--- config.mk ---
export PLATFORM = sky130hd
export DESIGN_NAME = ysyx_22040895_idreg_flat
export DESIGN_NICKNAME = d
export VERILOG_FILES = /design/src/rtl/ysyx_22040895_idreg_if.sv /design/src/rtl/ysyx_22040895_idreg.sv /design/src/flat_wrapper.sv
export SDC_FILE = /design/constraint.sdc
export NUM_CORES = 1
export LEC_CHECK = 0
export ABC_CLOCK_PERIOD_IN_PS = 1600
export CORE_MARGIN = 2
export CORE_UTILIZATION = 60
export CTS_CLUSTER_SIZE = 16
export DETAILED_ROUTE_END_ITERATION = 10
export DONT_BUFFER_PORTS = 1
export PLACE_DENSITY = 0.82
export SYNTH_ARGS = -nofsm -noshare
export SYNTH_HDL_FRONTEND = slang
export SYNTH_SLANG_ARGS = --single-unit
--- constraint.sdc ---
create_clock -name clk -period 1.6 [get_ports clk]
set_input_delay 0 -clock clk [delete_from_list [all_inputs] [get_ports clk]]
set_output_delay 0 -clock clk [all_outputs]
set_load 0.03 [all_outputs]
--- src/rtl/ysyx_22040895_idreg_if.sv ---
// Handshake bundle between IF, the ID pipeline register and the decode consumer.
// master = IF/consumer side (drives in_*, flush, out_ready), slave = the ID register.
interface ysyx_22040895_idreg_if;
  logic        in_valid;
  logic        in_ready;
  logic [31:0] in_inst;
  logic [63:0] in_pc;
  logic        flush;
  logic        out_valid;
  logic        out_ready;
  logic [63:0] out_pc;
  logic [6:0]  out_opcode;
  logic [4:0]  out_rd;
  logic [4:0]  out_rs1;
  logic [4:0]  out_rs2;
  logic [11:0] out_imm1;
  logic [19:0] out_imm2;
  logic        out_immsel;
  logic        out_illegal;

  modport master (
    output in_valid, in_inst, in_pc, flush, out_ready,
    input  in_ready, out_valid, out_pc, out_opcode, out_rd, out_rs1, out_rs2,
           out_imm1, out_imm2, out_immsel, out_illegal
  );

  modport slave (
    input  in_valid, in_inst, in_pc, flush, out_ready,
    output in_ready, out_valid, out_pc, out_opcode, out_rd, out_rs1, out_rs2,
           out_imm1, out_imm2, out_immsel, out_illegal
  );
endinterface

--- src/rtl/ysyx_22040895_idreg.sv ---
// ID-stage pipeline register: valid/ready instruction buffer with field and immediate decode.
// Define YSYX_22040895_SKID_EN for a two-entry skid buffer whose in_ready comes from state only.

module ysyx_22040895_idreg_chk (
  input logic        clk,
  input logic        rst,
  input logic        flush,
  input logic        in_ready,
  input logic        out_valid,
  input logic        out_ready,
  input logic [63:0] out_pc,
  input logic [6:0]  out_opcode
);
  a_rst_blocks_input: assert property (@(posedge clk) rst |-> !in_ready);

  a_stall_holds_head: assert property (@(posedge clk) disable iff (rst)
    (out_valid && !out_ready && !flush) |=> (out_valid && $stable(out_pc) && $stable(out_opcode)));

  a_flush_empties: assert property (@(posedge clk) disable iff (rst) flush |=> !out_valid);
endmodule

module ysyx_22040895_idreg (
  input logic                  clk,
  input logic                  rst,
  ysyx_22040895_idreg_if.slave bus
);
  localparam logic [6:0] OP_LOAD   = 7'b0000011;
  localparam logic [6:0] OP_IMM    = 7'b0010011;
  localparam logic [6:0] OP_AUIPC  = 7'b0010111;
  localparam logic [6:0] OP_IMM32  = 7'b0011011;
  localparam logic [6:0] OP_STORE  = 7'b0100011;
  localparam logic [6:0] OP_REG    = 7'b0110011;
  localparam logic [6:0] OP_LUI    = 7'b0110111;
  localparam logic [6:0] OP_REG32  = 7'b0111011;
  localparam logic [6:0] OP_BRANCH = 7'b1100011;
  localparam logic [6:0] OP_JALR   = 7'b1100111;
  localparam logic [6:0] OP_JAL    = 7'b1101111;
  localparam logic [6:0] OP_SYSTEM = 7'b1110011;

  typedef enum logic [1:0] {
    ST_EMPTY = 2'd0,
    ST_ONE   = 2'd1,
    ST_TWO   = 2'd2
  } state_t;

  state_t      state_r;
  logic        out_valid_r;
  logic        in_ready_s;
  logic        push_s;
  logic        pop_s;
  logic [31:0] head_inst_s;
  logic [63:0] head_pc_s;
  logic [6:0]  opcode_s;
  logic [11:0] imm1_s;
  logic [19:0] imm2_s;
  logic        immsel_s;
  logic        illegal_s;

  // Flush kills both sides of the transfer in the same cycle.
  assign push_s = bus.in_valid && in_ready_s && !bus.flush;
  assign pop_s  = out_valid_r && bus.out_ready && !bus.flush;

`ifdef YSYX_22040895_SKID_EN
  logic [31:0] inst_mem_r [2];
  logic [63:0] pc_mem_r [2];
  logic        head_r;
  logic        wr_idx_s;

  assign in_ready_s = !rst && (state_r != ST_TWO);
  assign wr_idx_s   = (state_r == ST_ONE) ? ~head_r : head_r;

  // Two-entry circular storage; head advances on every pop.
  always_ff @(posedge clk) begin
    if (rst) begin
      head_r <= 1'b0;
      for (int i = 0; i < 2; i++) begin
        inst_mem_r[i] <= 32'd0;
        pc_mem_r[i]   <= 64'd0;
      end
    end else begin
      if (push_s) begin
        inst_mem_r[wr_idx_s] <= bus.in_inst;
        pc_mem_r[wr_idx_s]   <= bus.in_pc;
      end
      if (pop_s) begin
        head_r <= ~head_r;
      end
    end
  end

  assign head_inst_s = inst_mem_r[head_r];
  assign head_pc_s   = pc_mem_r[head_r];
`else
  logic [31:0] inst_r;
  logic [63:0] pc_r;

  // A pop in the same cycle frees the single slot, so in_ready passes out_ready through.
  assign in_ready_s = !rst && ((state_r == ST_EMPTY) || bus.out_ready);

  // Single-entry storage.
  always_ff @(posedge clk) begin
    if (rst) begin
      inst_r <= 32'd0;
      pc_r   <= 64'd0;
    end else if (push_s) begin
      inst_r <= bus.in_inst;
      pc_r   <= bus.in_pc;
    end
  end

  assign head_inst_s = inst_r;
  assign head_pc_s   = pc_r;
`endif

  // Occupancy FSM; out_valid is registered alongside the state.
  always_ff @(posedge clk) begin
    if (rst) begin
      state_r     <= ST_EMPTY;
      out_valid_r <= 1'b0;
    end else if (bus.flush) begin
      state_r     <= ST_EMPTY;
      out_valid_r <= 1'b0;
    end else begin
      case (state_r)
        ST_EMPTY: begin
          if (push_s) begin
            state_r     <= ST_ONE;
            out_valid_r <= 1'b1;
          end
        end
        ST_ONE: begin
          if (push_s && !pop_s) begin
`ifdef YSYX_22040895_SKID_EN
            state_r <= ST_TWO;
`else
            state_r <= ST_ONE;
`endif
          end else if (!push_s && pop_s) begin
            state_r     <= ST_EMPTY;
            out_valid_r <= 1'b0;
          end
        end
        ST_TWO: begin
          if (pop_s) begin
            state_r <= ST_ONE;
          end
        end
        default: begin
          state_r     <= ST_EMPTY;
          out_valid_r <= 1'b0;
        end
      endcase
    end
  end

  assign opcode_s = head_inst_s[6:0];

  // Immediate extraction by format; everything reads zero while the buffer is empty.
  always_comb begin
    imm1_s    = 12'd0;
    imm2_s    = 20'd0;
    immsel_s  = 1'b0;
    illegal_s = 1'b0;
    if (out_valid_r) begin
      case (opcode_s)
        OP_IMM, OP_LOAD, OP_JALR, OP_IMM32, OP_SYSTEM: begin
          imm1_s   = head_inst_s[31:20];
          immsel_s = 1'b1;
        end
        OP_STORE: begin
          imm1_s   = {head_inst_s[31:25], head_inst_s[11:7]};
          immsel_s = 1'b1;
        end
        OP_BRANCH: begin
          imm1_s   = {head_inst_s[31], head_inst_s[7], head_inst_s[30:25], head_inst_s[11:8]};
          immsel_s = 1'b1;
        end
        OP_LUI, OP_AUIPC: begin
          imm2_s   = head_inst_s[31:12];
          immsel_s = 1'b0;
        end
        OP_JAL: begin
          imm2_s   = {head_inst_s[31], head_inst_s[19:12], head_inst_s[20], head_inst_s[30:21]};
          immsel_s = 1'b0;
        end
        OP_REG, OP_REG32: begin
          immsel_s = 1'b1;
        end
        default: begin
          illegal_s = 1'b1;
        end
      endcase
    end else begin
      imm1_s    = 12'd0;
      imm2_s    = 20'd0;
      immsel_s  = 1'b0;
      illegal_s = 1'b0;
    end
  end

  assign bus.in_ready    = in_ready_s;
  assign bus.out_valid   = out_valid_r;
  assign bus.out_pc      = out_valid_r ? head_pc_s : 64'd0;
  assign bus.out_opcode  = out_valid_r ? opcode_s : 7'd0;
  assign bus.out_rd      = out_valid_r ? head_inst_s[11:7] : 5'd0;
  assign bus.out_rs1     = out_valid_r ? head_inst_s[19:15] : 5'd0;
  assign bus.out_rs2     = out_valid_r ? head_inst_s[24:20] : 5'd0;
  assign bus.out_imm1    = imm1_s;
  assign bus.out_imm2    = imm2_s;
  assign bus.out_immsel  = immsel_s;
  assign bus.out_illegal = illegal_s;

  ysyx_22040895_idreg_chk u_chk (
    .clk        (clk),
    .rst        (rst),
    .flush      (bus.flush),
    .in_ready   (bus.in_ready),
    .out_valid  (bus.out_valid),
    .out_ready  (bus.out_ready),
    .out_pc     (bus.out_pc),
    .out_opcode (bus.out_opcode)
  );
endmodule
--- src/flat_wrapper.sv ---
// flat-port wrapper written by rule: the top's interface ports become plain ports
module ysyx_22040895_idreg_flat 
  (clk, rst, bus_in_valid, bus_in_inst, bus_in_pc, bus_flush, bus_out_ready, bus_in_ready, bus_out_valid, bus_out_pc, bus_out_opcode, bus_out_rd, bus_out_rs1, bus_out_rs2, bus_out_imm1, bus_out_imm2, bus_out_immsel, bus_out_illegal);
  ysyx_22040895_idreg_if bus_i ();
  input logic clk;
  input logic rst;
  input wire logic [$bits(bus_i.in_valid)-1:0] bus_in_valid;
  input wire logic [$bits(bus_i.in_inst)-1:0] bus_in_inst;
  input wire logic [$bits(bus_i.in_pc)-1:0] bus_in_pc;
  input wire logic [$bits(bus_i.flush)-1:0] bus_flush;
  input wire logic [$bits(bus_i.out_ready)-1:0] bus_out_ready;
  output wire logic [$bits(bus_i.in_ready)-1:0] bus_in_ready;
  output wire logic [$bits(bus_i.out_valid)-1:0] bus_out_valid;
  output wire logic [$bits(bus_i.out_pc)-1:0] bus_out_pc;
  output wire logic [$bits(bus_i.out_opcode)-1:0] bus_out_opcode;
  output wire logic [$bits(bus_i.out_rd)-1:0] bus_out_rd;
  output wire logic [$bits(bus_i.out_rs1)-1:0] bus_out_rs1;
  output wire logic [$bits(bus_i.out_rs2)-1:0] bus_out_rs2;
  output wire logic [$bits(bus_i.out_imm1)-1:0] bus_out_imm1;
  output wire logic [$bits(bus_i.out_imm2)-1:0] bus_out_imm2;
  output wire logic [$bits(bus_i.out_immsel)-1:0] bus_out_immsel;
  output wire logic [$bits(bus_i.out_illegal)-1:0] bus_out_illegal;
  assign bus_i.in_valid = bus_in_valid;
  assign bus_i.in_inst = bus_in_inst;
  assign bus_i.in_pc = bus_in_pc;
  assign bus_i.flush = bus_flush;
  assign bus_i.out_ready = bus_out_ready;
  assign bus_in_ready = bus_i.in_ready;
  assign bus_out_valid = bus_i.out_valid;
  assign bus_out_pc = bus_i.out_pc;
  assign bus_out_opcode = bus_i.out_opcode;
  assign bus_out_rd = bus_i.out_rd;
  assign bus_out_rs1 = bus_i.out_rs1;
  assign bus_out_rs2 = bus_i.out_rs2;
  assign bus_out_imm1 = bus_i.out_imm1;
  assign bus_out_imm2 = bus_i.out_imm2;
  assign bus_out_immsel = bus_i.out_immsel;
  assign bus_out_illegal = bus_i.out_illegal;
  ysyx_22040895_idreg u_core (.clk(clk), .rst(rst), .bus(bus_i));
endmodule
==> impl_metrics.yaml, run 1 <==
route:
  routed-via-count: 4885
  antenna_left: 0
  post_drt_wl_per_cell_um: 17.4
  route.detailed.drc: 0
  dr.pass1.iters: 6
  wl_um: 14700
  drt-vias-per-instance: 5.76
  drtIter0Drc: 324
worst_hold_path:
  hp-class: "input pin to flip-flop"
  whs_endpoint: "u_core.head_inst_s[2]$_SDFFE_PP0P_"
  whs_path_depth: 1
  hp-start: "rst"
timing:
  setup_slack_ns: -0.360
  fin_crit_sh_pct: 123
  finClkSkew_ns: 0.0155
  hold_viol_final: 97
  drv_slew: 0
  relSlewSlack_pct: 58.8
  hold_ws_ns: -0.287
  setup_viol: 34
  finalCriticalPeriod_ns: 1.96
  worstMarginPinSlew_ns: 0.616
  rsz0062_at_grt: "yes"
  max_freq_ghz: 0.510
pwr:
  swShare_pct: 24.7
  pwr-share-clk_pct: 34.6
  p_int_w: 0.00344
  comb_power_share_pct: 8.6
  seqPwrFrac_pct: 56.7
  pwr_density_cell_mw_per_mm2: 736
  ir_drop_mv: 0.611
  netSwitchingPower_w: 0.00113
  p_leak_nw: 2.47
floorplanning:
  die_h_um: 93.1
  die-area_mm2: 0.00867
  fp.dieW_um: 93.1
  rows: 32
  initial_utilization_pct: 61.6
  io_pins: 223
  core_mm2: 0.00773
setup_path:
  r2r_end: "u_core.head_inst_s[15]$_SDFFE_PP0P_"
  crit_chain: "buf_6 -> and4b_2 -> a211oi_2 -> o32ai_4 -> a22o_1 -> buf_6"
  cp_common_cell: "buf_6"
  critPathMaxStageDelay_ns: 0.37
  regToRegSetupSlack_ns: 0.10
  cp_num_buf_inv: 2
  critical_path_arrival_ns: 1.96
  worst_setup_path_end_kind: "primary output"
  crit_type: "flip-flop to primary output"
  cpLargestDelayFamily: "compound AO/OA/AOI/OAI gates"
  cp_slowest_cell: "dfxtp_4"
  start_kind: "flip-flop"
  reg2reg_from: "u_core.state_r[0]$_SDFFE_PP0P_"
  cp.required_ns: 1.60
  crit_fanout: 6
  rr_worst_depth: 5
synth:
  synthTopCellsByArea: "dfxtp_1 41%, nand2_1 16%, and2_1 11%"
  synth_fp_nets: 740
  ys_async_sr_fraction_pct: 0
  synth_area_mm2: 0.00476
  yosysUniqueCellTypes: 37
  ys_warn_count: 0
  yosys_register_bits: 98
  synth_area_leader_cell: "dfxtp_1"
  synthCells: 637
  yosysTopAreaCellShare_pct: 41.2
  synth_edf_count: 0
  ys_top_cells_by_count: "201 x nand2_1, 100 x a21oi_1, 98 x dfxtp_1"
  syn_area_per_cell_um2: 7.48
  synth_most_common_cell: "nand2_1"
  seq_area_frac_synth_pct: 41.2
  ys.flop_type: "dfxtp_1"
global_route:
  grt_max_degree: 100
  antenna_found_initial: 0
  overflow: 0
  grt_pass1_vias: 4563
  grt_usage_pct: 30.9
  grt_pass1_wl_um: 21500
finish:
  finalNetCount: 844
  nFillCells: 485
  syn_to_final_growth_pct: 30.3
  drive_gt1_share_pct: 25.7
  antenna_cells: 0
  final_util_pct: 80.3
clocking:
  ctsLongestPathBuffers: 2
  cts_tree: "done"
  cts-buffers-inserted: 9
  postCtsHoldBufs: 3
  clock-sinks: 98
  cts-root-buf: "clkbuf_8"
  clk_pin_slew_ns: 0.09
  htreeDepth: 3
  clkLatencyLatePin_ns: 0.35
place:
  preCtsSetupSlack_ns: -0.0184
  hpwl_um: 9560
  place_congestion: 1.10
  port_buffers: 0
status:
  outcome: "complete, but fails checks"
  violations: "hold timing, setup timing"
job:
  cap_violations: 0
[worst max path at each step]
stage	to	depth (start not counted)	startpoint	slack [ns]
after floorplan	u_core.bus.out_valid$_SDFFE_PP0P_	7	u_core.bus.out_valid$_SDFFE_PP0P_	0.01
after global placement	bus_out_imm1[11]	6	u_core.head_inst_s[6]$_SDFFE_PP0P_	0.05
after detailed placement	bus_out_illegal	6	u_core.head_inst_s[6]$_SDFFE_PP0P_	-0.02
after CTS	bus_out_imm1[7]	6	u_core.head_inst_s[6]$_SDFFE_PP0P_	-0.23
after global routing	bus_out_imm1[7]	6	u_core.head_inst_s[6]$_SDFFE_PP0P_	-0.41
final	bus_out_imm1[7]	6	u_core.head_inst_s[6]$_SDFFE_PP0P_	-0.36
[cell families after synthesis]
logic type / share of synthesized area [%]
muxes: 1.05
buffers and inverters: 5.75
AOI/OAI and AO/OA: 16.7
and+or+nand+nor: 34.7
adders and majority gates: 0.525
DFF: 41.2
[power groups by stage]
| stage | logic [W] | registers [W] | clock network, W |
|---|---|---|---|
| 6_report | 0.000394 | 0.00259 | 0.00158 |
| 5_1_grt | 0.000431 | 0.00260 | 0.00169 |
| 4_1_cts | 0.000358 | 0.00259 | 0.00160 |
| 3_5_place_dp | 0.000335 | 0.00265 | 0 |
| 3_3_place_gp | 0.000318 | 0.00264 | 0 |
| 2_1_floorplan | 0.000306 | 0.00262 | 0 |
[final cells by class]
class                      count  area, um2  share of cell area (%)
tap                          102        128                    2.06
multi-input combinational    484       2680                    43.2
clock inverter                 4       51.3                   0.827
sequential                    98       1980                    31.9
inverter                       3       11.3                   0.181
timing repair buffer         145       1210                    19.5
clock buffer                  12        145                    2.34
[metrics by stage]
stage	area, um2	total power (W)	hold WS (ns)	cells	TNS, ns
CTS	6070	0.00454	-0.298	844	-4.99
global route	6200	0.00472	-0.302	848	-10.35
detailed placement	5690	0.00298	0.0761	822	-0.0184
floorplan	4770	0.00292	0.0718	637	0
global placement	5690	0.00296	0.0742	822	0
finish	6200	0.00457	-0.287	848	-8.02
[routing by layer]
metal | vias to the layer above | track usage [%] | routed length (um)
met1 | 2243 | 34.7 | 5400
met2 | 303 | 55.2 | 7460
met3 | 59 | 6.20 | 1230
met4 | 0 | 16.1 | 651
li1 | 2280 | - | -
met5 | - | 0 | 0
[cell usage in the layout (no fill, tap or decap), types with 2 or more instances in the layout]
cell	n
a21oi_1	99
a22o_1	6
a22oi_1	19
and2_1	86
and3_1	2
buf_12	3
buf_4	119
buf_6	20
clkbuf_1	2
clkbuf_8	10
dfxtp_1	92
dfxtp_4	5
dlygate4sd3_1	3
ha_1	2
inv_1	2
mux2i_1	5
nand2_1	200
nand2b_1	3
nand2b_2	2
nand3b_1	2
nand4b_1	2
nor2_1	4
nor2_2	2
nor2_4	2
nor2b_1	21
nor3_4	3
o21ai_2	2
o22ai_2	3
o22ai_4	2
[registers in the layout, indices dropped and copies added, names as in the netlist]
name and cells:
u_core.head_inst_s 32, u_core.head_pc_s 64, u_core.bus.out_valid 1, u_core.state_r 1
[repair_timing]
item | 4_1_cts | 5_1_grt
pin swaps | 8 | 7
endpoints found under the setup margin | 52 | 83
hold endpoints to repair | 98 | 97
setup buffers | 4 | 4
gates resized for setup | 36 | 25
No activity file was read; power rests on OpenSTA's default activity.
==> inputs of run 2 (changes only) <==
--- a/config.mk
+++ b/config.mk
@@ -6,12 +6,12 @@
 export NUM_CORES = 1
 export LEC_CHECK = 0
 export ABC_CLOCK_PERIOD_IN_PS = 1600
-export CORE_MARGIN = 2
-export CORE_UTILIZATION = 60
+export CORE_MARGIN = 1
+export CORE_UTILIZATION = 45
 export CTS_CLUSTER_SIZE = 16
 export DETAILED_ROUTE_END_ITERATION = 10
 export DONT_BUFFER_PORTS = 1
-export PLACE_DENSITY = 0.82
+export PLACE_DENSITY = 0.66
 export SYNTH_ARGS = -nofsm -noshare
 export SYNTH_HDL_FRONTEND = slang
 export SYNTH_SLANG_ARGS = --single-unit
==> run 2 against run 1 <==
- the run still ends with hold timing, setup timing left
- core utilization decreased by 20 points
- sequential share of layout area increased by 0.15 points
- via count decreased by 5.1%
- non-clock buffer count increased by 1
- design area decreased by 0.22%
- critical path depth unchanged
- setup slack improved by 0.19 ns
- global-route usage decreased by 7.4 points
- clock power about the same
- cell count increased by 4.0%
- first-iteration DRC count decreased by 26%
- flip-flop and latch count unchanged
- critical path type unchanged
==> impl_metrics.yaml, run 2 (synthesized netlist as in run 1, its figures left out) <==
route:
  drt-vias-per-instance: 5.26
  routed-via-count: 4637
  dr.pass1.iters: 5
  post_drt_wl_per_cell_um: 15.0
  drtIter0Drc: 241
  wl_um: 13300
  antenna_left: 0
  route.detailed.drc: 0
place:
  port_buffers: 0
  preCtsSetupSlack_ns: 0.109
  placed_cells: 857
  dpl-instance-area_mm2: 0.00574
  hpwl_um: 9190
  place_congestion: 0.911
global_route:
  grt_pass1_wl_um: 20700
  overflow: 0
  grt_usage_pct: 23.5
  grt_max_degree: 100
  antenna_found_initial: 0
  grt_pass1_vias: 4363
finish:
  syn_to_final_growth_pct: 30.0
  drive_gt1_share_pct: 25.1
  finalNetCount: 845
  finalNonFillerCells: 882
  largest_reg_flops: 64
  final_common_cell: "nand2_1"
  antenna_cells: 0
  final_cell_mix: "201 x nand2_1, 122 x buf_4, 100 x a21oi_1"
  design_area_mm2: 0.00619
timing:
  rsz0062_at_grt: "yes"
  finClkSkew_ns: 0.00675
  drv_slew: 0
  max_freq_ghz: 0.565
  worstMarginPinSlew_ns: 0.376
  setup_viol: 33
  finalCriticalPeriod_ns: 1.77
  relSlewSlack_pct: 74.7
  hold_ws_ns: -0.301
  setup_slack_ns: -0.170
  timing.setup.tns_ns: -4.63
  hold_viol_final: 97
  fin_crit_sh_pct: 111
worst_hold_path:
  hp-class: "input pin to flip-flop"
floorplanning:
  initial_utilization_pct: 46.3
  rows: 37
  fp.dieW_um: 105
  core_mm2: 0.0103
  io_pins: 223
  die_h_um: 105
  die-area_mm2: 0.0110
clocking:
  cts_tree: "done"
  postCtsHoldBufs: 3
  cts-root-buf: "clkbuf_8"
  htreeDepth: 3
  ctsLongestPathBuffers: 2
  clkLatencyLatePin_ns: 0.36
  clk_pin_slew_ns: 0.09
  cts-buffers-inserted: 9
  clock-sinks: 98
setup_path:
  cp_common_cell: "buf_6"
  regToRegSetupSlack_ns: 0.23
  crit_type: "flip-flop to primary output"
  worst_setup_path_end_kind: "primary output"
  cp.required_ns: 1.60
  critPathMaxStageDelay_ns: 0.41
  crit_fanout: 8
  crit_chain: "and4b_1 -> buf_6 -> nor3_4 -> o22a_2 -> o22ai_2 -> buf_6"
  cp_slowest_cell: "dfxtp_4"
  critical_path_arrival_ns: 1.77
  start_kind: "flip-flop"
pwr:
  p_int_w: 0.00339
  p_leak_nw: 2.46
  seqPwrFrac_pct: 57.0
  comb_power_share_pct: 8.3
  netSwitchingPower_w: 0.00114
  swShare_pct: 25.2
  ir_drop_mv: 0.422
  pwr_density_cell_mw_per_mm2: 732
  pwr-share-clk_pct: 34.8
status:
  outcome: "complete, but fails checks"
  violations: "hold timing, setup timing"
job:
  cap_violations: 0
==> run 2: changes by cell type in the layout (fill, tap and decap cells not counted), sizes merged <==
cell	before	now
buf	142	143
clkinv	2	0
inv	3	5
clkinvlp	1	2
clkbuf	12	10
==> run 2: worst paths after layout <==
kind	startpoint	to	depth (start not counted)
worst max register to register	u_core.state_r[0]$_SDFFE_PP0P_	u_core.bus.out_valid$_SDFFE_PP0P_	7
worst min-delay path	rst	u_core.head_pc_s[34]$_SDFFE_PP0P_	1
worst min register to register	u_core.head_pc_s[46]$_SDFFE_PP0P_	u_core.head_pc_s[46]$_SDFFE_PP0P_	2
worst max-delay path	u_core.head_inst_s[6]$_SDFFE_PP0P_	bus_out_imm1[1]	6
==> run 2: metal layers <==
layer	track usage [%]	part of all wire (%)	vias up
li1	-	-	2281
met1	26.2	40	2135
met2	42.8	51	193
met3	5.99	7.1	28
met4	8.55	2.3	0
met5	0	0	-
==> run 2: power groups by stage <==
stage	Sequential, W	Clock (W)	Combinational, W
floorplan	0.00262	0	0.000306
global placement	0.00264	0	0.000330
detailed placement	0.00264	0	0.000342
CTS	0.00258	0.00163	0.000364
global route	0.00259	0.00173	0.000416
finish	0.00258	0.00157	0.000374
==> run 2: critical path: cells and delay by family (launching register included) <==
| family | cells | cell delay [ns] |
|---|---|---|
| buffers and inverters | 2 | 0.27 |
| DFF | 1 | 0.41 |
| and+or+nand+nor | 2 | 0.29 |
| AOI/OAI and AO/OA | 2 | 0.43 |
==> run 2: what timing repair did <==
action	in CTS	in global routing
pin swaps	8	5
gates resized for setup	34	14
buffers inserted	7	1
setup endpoints to repair	34	34
gates cloned	0	0
hold endpoints to repair	98	97
==> run 2: metrics by stage <==
stage | hold slack [ns] | power, W | utilization (%)
final | -0.301 | 0.00453 | 60.2
after global routing | -0.341 | 0.00474 | 60.2
after CTS | -0.325 | 0.00457 | 59.6
after detailed placement | 0.0759 | 0.00298 | 55.8
after global placement | 0.0751 | 0.00297 | 55.8
after floorplan | 0.0718 | 0.00292 | -
==> run 2: final cells by class <==
class                      count  area (um2)
clock buffer                  10         128
inverter                       3        11.3
sequential                    98        1990
multi-input combinational    484        2620
timing repair buffer         146        1210
clock inverter                 5        62.6
tap                          136         170
fill                         948        4090
